File: config.mk
export PLATFORM = sky130hd
export DESIGN_NAME = device_uart_tx
export DESIGN_NICKNAME = d
export VERILOG_FILES = /design/src/rtl/device_uart_tx.sv
export SDC_FILE = /design/constraint.sdc
export NUM_CORES = 1
export LEC_CHECK = 0
export ABC_CLOCK_PERIOD_IN_PS = 3450
export CORE_MARGIN = 2
export CORE_UTILIZATION = 58
export DETAILED_ROUTE_END_ITERATION = 6
export GPL_ROUTABILITY_DRIVEN = 0
export MAX_ROUTING_LAYER = met4
export PLACE_DENSITY = 0.79
export SLEW_MARGIN = 20
export SYNTH_ARGS = -nofsm -noshare
export SYNTH_HDL_FRONTEND = slang
export SYNTH_SLANG_ARGS = --single-unit
File: constraint.sdc
create_clock -name clk -period 3.45 [get_ports clk]
set_input_delay 0.345 -clock clk [delete_from_list [all_inputs] [get_ports clk]]
set_output_delay 0.345 -clock clk [all_outputs]
set_load 0.005 [all_outputs]
File: src/rtl/device_uart_tx.sv
// device_uart_tx: byte FIFO feeding an 8N1 serial transmitter.
// Writes are accepted while not full; frames go out back-to-back.
module device_uart_tx #(
    parameter int CLKS_PER_BIT = 16,
    parameter int FIFO_DEPTH   = 4
) (
    input  logic                        clk,
    input  logic                        reset,
    input  logic                        wr_en,
    input  logic [7:0]                  wr_data,
    output logic                        full,
    output logic                        busy,
    output logic                        overflow,
    output logic [$clog2(FIFO_DEPTH):0] count,
    output logic                        tx
);

    localparam int AW = $clog2(FIFO_DEPTH);
    localparam int CW = $clog2(CLKS_PER_BIT);
    localparam logic [CW-1:0] LAST = CW'(CLKS_PER_BIT - 1);
    localparam logic [AW:0] DEPTH_C = (AW + 1)'(FIFO_DEPTH);

    typedef enum logic [1:0] {
        IDLE  = 2'd0,
        START = 2'd1,
        DATA  = 2'd2,
        STOP  = 2'd3
    } state_t;

    logic [7:0]    mem [FIFO_DEPTH];
    logic [AW-1:0] wr_ptr;
    logic [AW-1:0] rd_ptr;
    logic          push;
    logic          pop;
    logic          has_data;
    logic          tick;

    state_t        state;
    state_t        state_d;
    logic [CW-1:0] bit_cnt;
    logic [CW-1:0] bit_cnt_d;
    logic [2:0]    bit_idx;
    logic [2:0]    bit_idx_d;
    logic [7:0]    shreg;
    logic [7:0]    shreg_d;
    logic          tx_d;

    assign has_data = (count != '0);
    assign full     = (count == DEPTH_C);
    assign busy     = (state != IDLE) || has_data;
    assign push     = wr_en && !full;
    assign tick     = (bit_cnt == LAST);

    // FIFO storage: data array needs no reset
    always_ff @(posedge clk) begin
        if (push) begin
            mem[wr_ptr] <= wr_data;
        end
    end

    // FIFO pointers, occupancy and sticky overflow flag
    always_ff @(posedge clk) begin
        if (reset) begin
            wr_ptr   <= '0;
            rd_ptr   <= '0;
            count    <= '0;
            overflow <= 1'b0;
        end else begin
            if (push) begin
                wr_ptr <= wr_ptr + AW'(1);
            end
            if (pop) begin
                rd_ptr <= rd_ptr + AW'(1);
            end
            unique case ({push, pop})
                2'b10:   count <= count + 1'b1;
                2'b01:   count <= count - 1'b1;
                default: count <= count;
            endcase
            if (wr_en && full) begin
                overflow <= 1'b1;
            end
        end
    end

    // FSM state register
    always_ff @(posedge clk) begin
        if (reset) begin
            state <= IDLE;
        end else begin
            state <= state_d;
        end
    end

    // FSM next-state logic
    always_comb begin
        state_d = state;
        unique case (state)
            IDLE:  if (has_data) state_d = START;
            START: if (tick) state_d = DATA;
            DATA:  if (tick && bit_idx == 3'd7) state_d = STOP;
            STOP:  if (tick) state_d = has_data ? START : IDLE;
        endcase
    end

    // FSM outputs: pop strobe and next datapath values
    always_comb begin
        pop       = 1'b0;
        tx_d      = tx;
        shreg_d   = shreg;
        bit_idx_d = bit_idx;
        bit_cnt_d = tick ? '0 : bit_cnt + CW'(1);
        unique case (state)
            IDLE: begin
                bit_cnt_d = '0;
                bit_idx_d = '0;
                tx_d      = 1'b1;
                if (has_data) begin
                    pop     = 1'b1;
                    shreg_d = mem[rd_ptr];
                    tx_d    = 1'b0;
                end
            end
            START: begin
                if (tick) begin
                    tx_d      = shreg[0];
                    shreg_d   = {1'b0, shreg[7:1]};
                    bit_idx_d = '0;
                end
            end
            DATA: begin
                if (tick) begin
                    if (bit_idx == 3'd7) begin
                        tx_d = 1'b1;
                    end else begin
                        tx_d    = shreg[0];
                        shreg_d = {1'b0, shreg[7:1]};
                    end
                    bit_idx_d = bit_idx + 3'd1;
                end
            end
            STOP: begin
                if (tick && has_data) begin
                    pop     = 1'b1;
                    shreg_d = mem[rd_ptr];
                    tx_d    = 1'b0;
                end
            end
        endcase
    end

    // Datapath registers: line, bit timer, bit index, shifter
    always_ff @(posedge clk) begin
        if (reset) begin
            tx      <= 1'b1;
            bit_cnt <= '0;
            bit_idx <= '0;
            shreg   <= '0;
        end else begin
            tx      <= tx_d;
            bit_cnt <= bit_cnt_d;
            bit_idx <= bit_idx_d;
            shreg   <= shreg_d;
        end
    end

endmodule

# Word level (Yosys, flattened, before mapping)
# Memories as Yosys holds them, arrays and structs flattened. A register that Yosys moved wholly into a read port is not among the register bits.
# Cells that the tools add are included.
dict set report op_classes {
  n_addsub 6
  n_eq_ne 15
  muxes 29
  n_reduce_logical 16
}
# op count
set op_table {}
lappend op_table {{2-to-1 mux 8 bit} 5}
lappend op_table {{case mux 8 bit (4 select lines)} 1}
lappend op_table {{!= test 2 bit (second input constant)} 7}
lappend op_table {{2-to-1 mux 2 bit} 6}
lappend op_table {{2-to-1 mux 1 bit} 10}
lappend op_table {{case mux 3 bit (3 select lines)} 1}
lappend op_table {{case mux 2 bit (4 select lines)} 1}
lappend op_table {{adder 3 x 1 -> 3 bit (second input constant)} 2}
lappend op_table {{== test 2 bit (second input constant)} 3}
lappend op_table {{== test 3 bit (second input constant)} 2}
lappend op_table {{2-to-1 mux 3 bit} 2}
lappend op_table {{case mux 3 bit (2 select lines)} 1}
lappend op_table {{AND reduction 3 bit} 2}
lappend op_table {{nonzero test 3 bit} 2}
lappend op_table {{AND reduction 5 bit} 1}
lappend op_table {{adder 2 x 1 -> 2 bit (second input constant)} 2}
lappend op_table {{adder 4 x 1 -> 4 bit (second input constant)} 1}
lappend op_table {{== test 2 x 1 -> 1 bit (second input constant)} 2}
lappend op_table {{== test 4 bit (second input constant)} 1}
lappend op_table {{logical AND 1 bit} 4}
lappend op_table {{case mux 1 bit (4 select lines)} 1}
lappend op_table {{AND reduction 4 bit} 1}
lappend op_table {{nonzero test 2 bit} 2}
lappend op_table {{OR reduction 3 bit} 1}
lappend op_table {{other kinds (5)} 5}
dict set report totals {
  register_bits 26
  ramBits 32
  inputBits 11
  out_inout_bits 7
  elab_cells 76
  mem_count 1
}
# name depth word_bits read_ports rd_clocked_by_memory_dff write_ports line
set memory_table {}
lappend memory_table {mem 4 8 1 1 1 30} ;# logic [7:0] mem [FIFO_DEPTH];

# Logic depth before layout (Yosys ltp)
dict set report logic_depth {
  word_depth 6
  ltp_mapped 10
  depth_no_buf 10
}

# Worst setup path before layout
# No wires, ideal clock.
dict set report synth_timing {
  path_type {register to register}
  start {register state[0]}
  end {register count[2]}
  setup_time_ns 0.070
  arrival_time_ns 2.566
  required_time_ns 3.380
  slack_ns 0.814
  path_stages_with_launch 11
  n_path_buf 1
  synth_period_minus_slack_ns 2.636
  path_cell_list {dfxtp_1 > inv_1 > ha_1 > clkbuf_1 > nor3_1 > ha_1 > inv_1 > fa_1 > xor2_1 > or3_1 > a21oi_1}
}
dict set report synth_via {
  elab_chain_len 4
  elab_cells_between_ends 7
  cone_classes {eq/ne: 3; mux: 2; reduce/logical: 2}
}
# element line
set synth_lines {}
lappend synth_lines {{start: declaration} 38} ;# state_t state;
lappend synth_lines {{start signal: assignment} 91} ;# state <= state_d;
lappend synth_lines {{== test 2 bit or logical NOT 2 bit (tied branches)} 113} ;# unique case (state)
lappend synth_lines {{case mux 1 bit (2 select lines) *} 113}
lappend synth_lines {{net pop} 34} ;# logic pop;
lappend synth_lines {{== test 2 x 1 -> 1 bit or == test 2 bit (tied branches)} 75} ;# unique case ({push, pop})
lappend synth_lines {{case mux 3 bit (2 select lines) or nonzero test 2 bit (tied branches)} n/a}
lappend synth_lines {{end signal: assignment} 76} ;# 2'b10: count <= count + 1'b1;
lappend synth_lines {{end signal: assignment} 77} ;# 2'b01: count <= count - 1'b1;
lappend synth_lines {{end signal: assignment} 78} ;# default: count <= count;
lappend synth_lines {{end: declaration} 14} ;# output logic [$clog2(FIFO_DEPTH):0] count,
# Mark *: on every way through the listed nets, which the timed path passes. The rest lies on a longest branch.
# A chain may end at the register's enable or synchronous reset.

# Worst setup path in the final report
# Ends and elaborated chain as after synthesis.

==> impl_results.md <==
* Yosys top cell area share at 0.3676
* R2R Setup Slk at 0.55 ns
* Share of total power in combinational logic at 0.363
* Kind of critical path: register to register
* Sequential area share after synthesis at 0.5821
* Placed insts at 255
* Final number of setup-violating endpoints at 0
* Global-route wire length before repair at 7617 um
* Hold worst-path end: shreg[3]
* Max transition margin at 0.4865
* Area contributors post-synth: edfxtp_1 37%, dfxtp_1 21%, mux4_2 6.9%
* Max Buffers Root-to-Sink at 2
* Post-route DRC at 0
* Hold_buf cts at 0
* Final period util at 0.8420
* Fillers at 283
* Most frequently used flop master after synthesis: edfxtp_1
* 1st-pass router iterations at 4
* Reg-to-reg endpoint: count[2]
* Minimum clock period at 2.905 ns
* Initial antenna violation count at 0
* Hold wc startpoint: shreg[3]
* CORE AREA at 4354 um2
* DP Wirelength at 3220 um
* Setup TNS at 0 ns
* Share of power burned in registers at 0.404
* Top-level I/O count at 18
* Worst slew pin tran at 0.7678 ns
* Synth warn at 0
* F_max at 0.3442 GHz
* Critical Path Fanout Max at 11
* Synth area leader: edfxtp_1
* Layout Nets at 240
* Peak supply drop at 0.0004309 V
* Clk_lat worst skew at 0.33 ns
* CTS buffer count at 9
* Routed wire length at 4521 um
* Die width at 71.13 um
* # clock sinks at 60
* DRT iter0 DRCs at 57
* Pwr Density at 823.1 nW/um2
* Area of the multi-input gates at 1011 um2
* Switching power at 0.8152 mW
* Max_cap viols at 0
* Pin count of the biggest net entering global routing at 23
* Mean Syn Cell Area at 13.54 um2
* DP Area at 2809 um2
* Worst hold path depth at 1
* Net Count, Synth at 219
* Post-DR wirelength/cell at 16.68 um
* FFs w/ async S/R, synth at 0
* Status: completed
* # diodes at 0
* Synth Cell Area at 2614 um2
* Fin util at 0.6859
* Rows at 24
* Data arrival, critical path at 3.14 ns
* Commonest cells in the netlist: 32 x edfxtp_1, 28 x dfxtp_1, 17 x nor2_1
* Cells on worst reg2reg path at 9
* Post-synth EDFFs at 32
* Root buffer cell: clkbuf_8
* DRT antenna net count at 0
* Clock Skew at 0.005547 ns
* Share of cells above drive strength 1 at 0.1096
* Post-CTS resize count at 0
* Die footprint at 5059 um2
* CP Data Required Time at 3.69 ns
* Initial Utilization at 0.6003
* Max Transition Viols Final at 0
* Clock Power Share at 0.233
* Area Growth Syn to Fin at 14.27%
* Crit end category: register
* Power Internal at 1.643 mW
* Vias per std cell at 5.838
* Final Hold Fails at 0
* Overflow after GRT at 0
* CTS tree: built
* Min-delay worst type: register to register
* Clk slew on worst S/H paths at 0.06 ns
* Reg area at 1521 um2
* Routed vias at 1,582
* Post-CTS Setup Repair Bufs at 0
* Worst R2R Start: state[0]
* Leak pwr at 1.115 nW
* CTS H-tree lvls at 3
* Final std cells w/o fill at 271
* Cell with the most instances after synthesis: edfxtp_1
* Vias in the first global route at 1,663
* Startpoint types: register
* Distinct cells, synth at 44
* Synth Instances at 193
* Switch share at 0.3316
* Fin area at 2987 um2
* RSZ-0062 raised after global routing: no
* Seq cells post-synth at 60
* Die Ht at 71.13 um
* Total Routing Usage GR at 0.2077
* Buffers on Ports at 17
power by group through the flow:
stage                     Clock (mW)  Combinational [mW]  Sequential (mW)
final                          0.574               0.892            0.993
after global routing           0.612               0.989             1.01
after detailed placement           0               0.890             1.01
after CTS                      0.586               0.896            0.995
after floorplan                    0               0.701            0.963
after global placement             0               0.852            0.992
worst max path at each step:
stage	startpoint	to	slack (ns)	cells past startpoint
5_1_grt	state[0]	count[2]	0.41	9
6_report	state[0]	count[2]	0.55	9
3_5_place_dp	state[0]	count[2]	0.57	9
2_1_floorplan	state[0]	count[2]	0.81	10
3_3_place_gp	state[0]	count[2]	0.75	9
4_1_cts	state[0]	count[2]	0.56	9
kinds of logic (layout without fill, tap and decap cells):
group | count (synthesis) | after routing | synth area share
flip-flops | 60 | 60 | 0.5821
AND/OR/NAND/NOR | 46 | 46 | 0.09478
AO/OA/AOI/OAI | 29 | 29 | 0.08665
multiplexers | 18 | 18 | 0.1072
buffers and inverters | 18 | 44 | 0.03111
adder cells (fa/ha/maj) | 15 | 15 | 0.07468
XOR/XNOR | 7 | 7 | 0.02346
state kept, by name, summed over array words and instances, names as in the netlist, 2 cells and up, named ones only:
name     flops
state        2
bit_cnt      4
wr_ptr       2
shreg        8
count        3
bit_idx      3
mem         32
rd_ptr       2
through the flow:
| stage | hold WS (ns) | power [mW] | worst slack, ns |
|---|---|---|---|
| 6_report | 0.4744 | 2.458 | 0.5450 |
| 5_1_grt | 0.4923 | 2.611 | 0.4063 |
| 4_1_cts | 0.4708 | 2.478 | 0.5622 |
| 3_5_place_dp | 0.4566 | 1.900 | 0.5734 |
| 3_3_place_gp | 0.4278 | 1.844 | 0.7546 |
| 2_1_floorplan | 0.4175 | 1.664 | 0.8138 |
final cells by class:
type	instances	share of cell area
Clock buffer	12	0.04525
Clock inverter	4	0.01424
Inverter	11	0.01382
Multi-Input combinational cell	115	0.3385
Sequential cell	60	0.5094
Tap cell	52	0.02178
Timing Repair Buffer	17	0.05698
cell usage in the layout (no fill, tap or decap), drive strengths merged, types with 6 or more instances in the layout:
master and count:
a21oi 8, and3 6, clkbuf 12, clkdlybuf4s50 17, dfxtp 28, edfxtp 32
ha 14, inv 11, mux2i 10, mux4 8, nor2 17, nor3 6
o2bb2ai 7
metal layers:
| metal | vias to the layer above | wire, um | GRT usage |
|---|---|---|---|
| li1 | 761 | - | - |
| met1 | 776 | 2015 | 0.2469 |
| met2 | 35 | 2241 | 0.3323 |
| met3 | 10 | 161 | 0.04986 |
| met4 | 0 | 103 | 0.1027 |
| met5 | - | 0 | - |
worst max-delay path: stages (launching register included):
cell	delay (ns)
dfxtp_1	0.44
inv_1	0.14
ha_1	0.51
nor3_1	0.42
ha_1	0.25
inv_1	0.06
fa_1	0.37
xor2_1	0.16
or3_1	0.32
a21oi_1	0.15
(Power assumes the default switching activity.)
